## config.mk

```make
export PLATFORM = sky130hd
export DESIGN_NAME = fneg_unit
export DESIGN_NICKNAME = d
export VERILOG_FILES = /design/src/rtl/fneg_unit.sv
export SDC_FILE = /design/constraint.sdc
export NUM_CORES = 1
export LEC_CHECK = 0
export CAP_MARGIN = 20
export CELL_PAD_IN_SITES_DETAIL_PLACEMENT = 2
export CELL_PAD_IN_SITES_GLOBAL_PLACEMENT = 2
export CORE_ASPECT_RATIO = 0.8
export CORE_UTILIZATION = 26
export DETAILED_ROUTE_END_ITERATION = 16
export MAX_ROUTING_LAYER = met4
export PLACE_DENSITY_LB_ADDON = 0.3
export SLEW_MARGIN = 40
export SYNTH_ARGS = -nofsm -noshare
export SYNTH_HDL_FRONTEND = slang
export SYNTH_SLANG_ARGS = --single-unit
```

## constraint.sdc

```tcl
create_clock -name clk -period 2.65 [get_ports clk]
set_clock_uncertainty 0.2 [all_clocks]
set_input_delay 0.265 -clock clk [delete_from_list [all_inputs] [get_ports clk]]
set_output_delay 0.265 -clock clk [all_outputs]
set_load 0.05 [all_outputs]
```

## src/rtl/fneg_unit.sv

```systemverilog
// fneg_unit: binary32 sign-manipulation unit (FNEG / FABS / FMOV / FNABS)
// with operand class flags and a one-stage valid/ready output register.
// Optional build macro: FNEG_NAN_CANON_EN. When it is defined, every NaN
// operand produces the canonical quiet NaN 32'h7FC00000.
module fneg_unit (
  input  logic        clk,
  input  logic        rstn,
  input  logic        in_valid,
  output logic        in_ready,
  input  logic [31:0] op,
  input  logic [1:0]  funct,
  output logic        out_valid,
  input  logic        out_ready,
  output logic [31:0] result,
  output logic        is_zero,
  output logic        is_inf,
  output logic        is_nan,
  output logic        is_denorm
);

  localparam logic [1:0] FN_NEG  = 2'b00;
  localparam logic [1:0] FN_ABS  = 2'b01;
  localparam logic [1:0] FN_MOV  = 2'b10;
  localparam logic [1:0] FN_NABS = 2'b11;

  logic        r_out_valid;
  logic [31:0] r_result;
  logic        r_is_zero;
  logic        r_is_inf;
  logic        r_is_nan;
  logic        r_is_denorm;

  logic        w_accept;
  logic        w_sign;
  logic        w_exp_zero;
  logic        w_exp_ones;
  logic        w_frac_zero;
  logic [31:0] w_result;

  // The slot can take a new operand when it is empty or being drained this cycle.
  assign in_ready = !r_out_valid || out_ready;
  assign w_accept = in_valid && in_ready;

  // Classify the incoming operand and form the sign-adjusted result.
  always_comb begin
    w_sign      = op[31];
    w_exp_zero  = (op[30:23] == 8'h00);
    w_exp_ones  = (op[30:23] == 8'hFF);
    w_frac_zero = (op[22:0] == 23'h0);
    case (funct)
      FN_NEG:  w_sign = ~op[31];
      FN_ABS:  w_sign = 1'b0;
      FN_MOV:  w_sign = op[31];
      FN_NABS: w_sign = 1'b1;
      default: w_sign = op[31];
    endcase
    w_result = {w_sign, op[30:0]};
`ifdef FNEG_NAN_CANON_EN
    // Any NaN, whatever its sign or payload, collapses to the canonical quiet NaN.
    if (w_exp_ones && !w_frac_zero) begin
      w_result = 32'h7FC0_0000;
    end
`endif
  end

  // Output stage: load only on an accepted operand; valid drops when drained with nothing new.
  always_ff @(posedge clk or negedge rstn) begin
    if (!rstn) begin
      r_out_valid <= 1'b0;
      r_result    <= 32'h0;
      r_is_zero   <= 1'b0;
      r_is_inf    <= 1'b0;
      r_is_nan    <= 1'b0;
      r_is_denorm <= 1'b0;
    end else begin
      if (w_accept) begin
        r_out_valid <= 1'b1;
        r_result    <= w_result;
        r_is_zero   <= w_exp_zero && w_frac_zero;
        r_is_inf    <= w_exp_ones && w_frac_zero;
        r_is_nan    <= w_exp_ones && !w_frac_zero;
        r_is_denorm <= w_exp_zero && !w_frac_zero;
      end else if (out_ready) begin
        r_out_valid <= 1'b0;
      end
    end
  end

  assign out_valid = r_out_valid;
  assign result    = r_result;
  assign is_zero   = r_is_zero;
  assign is_inf    = r_is_inf;
  assign is_nan    = r_is_nan;
  assign is_denorm = r_is_denorm;

endmodule

```

==> impl_metrics.tcl, run 1 <==
set metrics [dict create \
    required_ns 2.18 \
    ctsResizeCount 0 \
    hold_viol 0 \
    rsz0062_at_grt "false" \
    num_rows 24 \
    seq_area_frac_synth_pct 62.3 \
    antenna_found_initial 0 \
    synth_seq_cells 37 \
    startpoint "out_ready" \
    syn_area_um2 1490 \
    final_nets 221 \
    cts_tree "yes" \
    grt-ovfl-total 0 \
    reg2reg_from "out_valid$_DFFE_PN0P_" \
    cts_buffers 5 \
    place_congestion 0.777 \
    dr.first_iter.drc_count 21 \
    postCtsSetupRepairBufs 0 \
    fmax_ghz 0.467 \
    synth_common_cells "37 x dfrtp_1, 31 x mux2_2, 7 x nor4_1, 6 x nand2_1, 4 x nand4_1" \
    hold_buffers 1 \
    synth_top_area_cell "dfrtp_1" \
    ant_nets 0 \
    drc 0 \
    vias 1154 \
    synth.area.top_cells "dfrtp_1 62%, mux2_2 24%, nor4_1 2.9%" \
    setup_viol 0 \
    maxCapViolations 0 \
    cts-root-buf "clkbuf_8" \
    clk_pin_slew_ns 0.07 \
    first_global_vias 1345 \
    dieArea_um2 6020 \
    antenna_cells 0 \
    arrival_ns 1.68 \
    ys_types 18 \
    first_pass_iters 2 \
    critical_path.max_fanout 4 \
    wire_per_inst_um 16.2 \
    grt_max_degree 38 \
    via_per_inst 4.40 \
    endpoint_kind "primary output" \
    io_pins 76 \
    p_per_area_nw_per_um2 730 \
    synthToLayoutAreaGrowth_pct 64.9 \
    synth_top_area_share_pct 62.3 \
    critPathKind "in2out" \
    period_share_pct 80.8 \
    die_w_um 86.5 \
    drv_slew 0 \
    worstSkewPairLatency_ns 0.29 \
    async_reset_ff_share_pct 100 \
    synth-main-ff-cell "dfrtp_1" \
    period_needed_ns 2.14 \
    slew_headroom_pct 64.0 \
    track_usage_pct 15.9 \
    synth_edf_count 0 \
    ir_worst_vdd_mv 0.266 \
    syn_nets 141 \
    clk_path_buf_depth 2 \
    grt_pass1_wl_um 6760 \
    htree_levels 2 \
    routed_wl_um 4250 \
    fp.dieH_um 69.6 \
    start_util_pct 27.2 \
    synth_cells 103 \
    tns_ns 0 \
    portBuffers 75 \
    power.leakage_nw 0.971 \
    worst_pin_slew_ns 0.539 \
    cts_sinks 37 \
    power_mw 1.79 \
    cp-start-kind "input port" \
    yosysMostFrequentCell "dfrtp_1" \
    outcome "finished, final reports clean" \
    min_path_type "in2async" \
    syn_avg_cell_area_um2 14.4 \
    drive_above_1_share_pct 23.4 \
    core_um2 5470 \
    dp_hpwl_um 3360 \
    yosysWarnings 0 \
]
==> report_power, final <==
group          leakage [nW]  total (mW)  internal [mW]  switching, mW
clock                0.0585       0.499          0.307          0.192
combinational         0.470       0.611          0.240          0.371
sequential            0.442       0.678          0.638         0.0394
==> registers in the layout, summed over array words and instances (netlist names) <==
signal and cells:
is_zero 1, result 32, is_denorm 1, out_valid 1, is_inf 1, is_nan 1
==> worst max-delay path, cell delays in order <==
cell,delay [ns]
clkdlybuf4s50_1,0.47
nand2b_4,0.14
clkdlybuf4s50_1,0.80
==> layout by cell type, fill, tap and decap left out, drive strengths merged, types with 4 or more instances in the layout <==
cell type,netlist,final
o21ai,5,5
clkbuf,0,7
clkdlybuf4s50,0,74
dfrtp,37,37
nor4,7,7
mux2,31,31
nand4,4,4
nand2,7,7
==> final cells by class <==
cell class                 instances  area, um2
sequential                        37        926
clock inverter                     1       30.0
tap                               78       97.6
fill                             571       3020
multi-input combinational         62        531
clock buffer                       7       86.3
timing repair buffer              77        778
==> routing by layer <==
layer,routed length [um],up-vias,GRT usage [%]
li1,-,531,-
met1,1750,573,17.6
met2,2180,43,26.2
met3,246,7,4.76
met4,80,0,7.22
met5,0,-,-
==> final timing paths <==
check,depth (start not counted),end,slack (ns)
hold / removal,2,result[15]$_DFFE_PN0P_,0.28
min in group clk,2,result[31]$_DFFE_PN0P_,0.29
setup / recovery,3,in_ready,0.51
hold reg to reg,2,result[31]$_DFFE_PN0P_,0.29
max in group asynchronous,2,result[23]$_DFFE_PN0P_,1.62
setup reg to reg,4,result[16]$_DFFE_PN0P_,0.92
==> through the flow <==
stage                     area, um2  utilization, %  hold WS, ns  instances  worst slack, ns
after floorplan                1490               -       -0.231        103            0.674
after global placement         2320            42.4        0.198        253            0.534
after detailed placement       2320            42.4        0.224        253            0.506
after CTS                      2450            44.8        0.305        262            0.499
after global routing           2450            44.8        0.316        262            0.483
final                          2450            44.8        0.278        262            0.509
==> logic make-up (layout without fill, tap and decap cells) <==
group | count (synthesis) | count (layout) | share of synthesized area [%]
AO/OA/AOI/OAI | 5 | 5 | 1.68
XOR/XNOR | 1 | 1 | 0.590
buffers and inverters | 4 | 85 | 1.94
flip-flops | 37 | 37 | 62.3
multiplexers | 31 | 31 | 23.5
AND/OR/NAND/NOR | 25 | 25 | 9.94
(Power assumes the default switching activity.)
==> inputs of run 2 (changes only) <==
- CORE_UTILIZATION: 26 -> 22
- clock period: 2.65 -> 1.9 ns (I/O delays scaled with it)
==> impl_metrics.tcl, run 2 (same netlist as run 1, synthesis figures left out) <==
set metrics [dict create \
    outcome "finished, final reports clean" \
    fill_cells 695 \
    num_rows 26 \
    ir_worst_vdd_mv 0.400 \
    startpoint "result[10]$_DFFE_PN0P_" \
    core_um2 6440 \
    fp.dieH_um 75.5 \
    start_util_pct 23.1 \
    critical_path.max_fanout 2 \
    maxCapViolations 0 \
    cp_num_cells 1 \
    via_per_inst 4.29 \
    antenna_cells 0 \
    power.share.clock_pct 23.7 \
    rr_worst_depth 4 \
    die_w_um 93.9 \
    path_delay_family "buffers and inverters" \
    cts_tree "yes" \
    dp_hpwl_um 3390 \
    netSwitchingFraction_pct 35.8 \
    io_pins 76 \
    r2r_setup_slack_ns 0.39 \
    rsz0062_at_grt "false" \
    finalInstanceArea_um2 2450 \
    dp_slack_ns -0.0531 \
    hold_viol 0 \
    endpoint_kind "primary output" \
    combPwrFrac_pct 36.4 \
    required_ns 1.51 \
    final_nets 224 \
    power_switching_uw 847 \
    first_pass_iters 4 \
    period_needed_ns 1.85 \
    dieArea_um2 7090 \
    postCtsSetupRepairBufs 0 \
    htree_levels 2 \
    dr.first_iter.drc_count 31 \
    power.leakage_nw 1.00 \
    dpl.cell_count 262 \
    antenna_found_initial 0 \
    place_area_um2 2350 \
    final_cell_mix "63 x clkdlybuf4s50_1, 36 x dfrtp_1, 31 x mux2_2, 12 x buf_4, 7 x nor4_1" \
    place_congestion 0.663 \
    setup_slack_ns 0.0477 \
    setup_viol 0 \
    worstPathCellList "clkdlybuf4s50_1" \
    slew_headroom_pct 64.7 \
    slowest_delay_ns 0.81 \
    drive_above_1_share_pct 30.1 \
    portBuffers 75 \
    track_usage_pct 13.5 \
    drc 0 \
    synthToLayoutAreaGrowth_pct 65.1 \
    reg2reg_from "out_valid$_DFFE_PN0P_" \
    min_path_type "in2async" \
    grt_pass1_wl_um 6910 \
    crit_path_end "result[10]" \
    cts_buffers 5 \
    cts_sinks 37 \
    slowest_stage "clkdlybuf4s50_1" \
    critPathKind "reg2out" \
    p_seq_share_pct 39.9 \
    r2r-end "result[16]$_DFFE_PN0P_" \
    cp-start-kind "flip-flop" \
    period_share_pct 97.5 \
    worst_pin_slew_ns 0.529 \
    worstSkewPairLatency_ns 0.29 \
    routed_wl_um 4320 \
    cts-root-buf "clkbuf_8" \
    power.internal_mw 1.52 \
    arrival_ns 1.46 \
    layout.cells.non_filler 270 \
    largest_reg_flops 32 \
    drv_slew 0 \
    final_common_cell "clkdlybuf4s50_1" \
    ant_nets 0 \
    hold-worst-slack_ns 0.189 \
    wire_per_inst_um 16.0 \
    vias 1158 \
    grt_max_degree 35 \
    critPathBufInv 1 \
    grt-ovfl-total 0 \
    clk_pin_slew_ns 0.07 \
    first_global_vias 1378 \
    p_per_area_nw_per_um2 965 \
    clk_path_buf_depth 2 \
    fmax_ghz 0.540 \
]
-- run 2: repair_timing --
| action | 4_1_cts | 5_1_grt |
|---|---|---|
| setup endpoints to repair | 0 | 1 |
| hold buffers | 1 | 0 |
| hold endpoints to repair | 33 | 0 |
| resized for setup | 0 | 1 |
-- run 2: worst register-to-register path, stage by stage, from the launching register on --
cell      delay, ns
dfrtp_2        0.39
nand2b_4       0.06
nand2_2        0.20
buf_12         0.20
mux2_2         0.35
-- run 2: metal layers --
layer / vias up / part of all wire (%) / track usage [%]
met5: - / 0 / -
met4: 0 / 1.3 / 4.62
met3: 8 / 8.2 / 4.79
met2: 53 / 46 / 21.8
met1: 564 / 45 / 15.8
li1: 533 / - / -
-- run 2: power groups by stage --
stage	sequential, mW	clock [mW]	combinational [mW]
2_1_floorplan	1.32	0	0.138
3_3_place_gp	0.953	0	0.853
3_5_place_dp	0.961	0	0.869
4_1_cts	0.947	0.587	0.873
5_1_grt	0.957	0.611	0.903
6_report	0.945	0.560	0.861
-- run 2: final cells by class --
class	instances	area (um2)	area share, %
sequential	37	927	37.8
timing repair buffer	80	803	32.8
multi-input combinational	62	531	21.6
tap	84	105	4.29
clock buffer	7	86.3	3.52
-- run 2: worst min-delay path by stage --
stage,startpoint,to,slack (ns),cells past startpoint
after global placement,rstn,result[31]$_DFFE_PN0P_,0.10,1
final,rstn,result[11]$_DFFE_PN0P_,0.19,2
after detailed placement,rstn,result[11]$_DFFE_PN0P_,0.13,1
after CTS,result[22]$_DFFE_PN0P_,result[22]$_DFFE_PN0P_,0.31,1
after global routing,rstn,result[12]$_DFFE_PN0P_,0.23,2
after floorplan,rstn,is_denorm$_DFFE_PN0P_,-0.31,0
-- run 2: per-stage QoR --
stage          TNS, ns  util (%)  total power, mW
2_1_floorplan        0         -             1.46
3_3_place_gp         0      36.5             1.81
3_5_place_dp   -0.0898      36.5             1.83
4_1_cts              0      38.0             2.41
5_1_grt              0      38.1             2.47
6_report             0      38.1             2.37
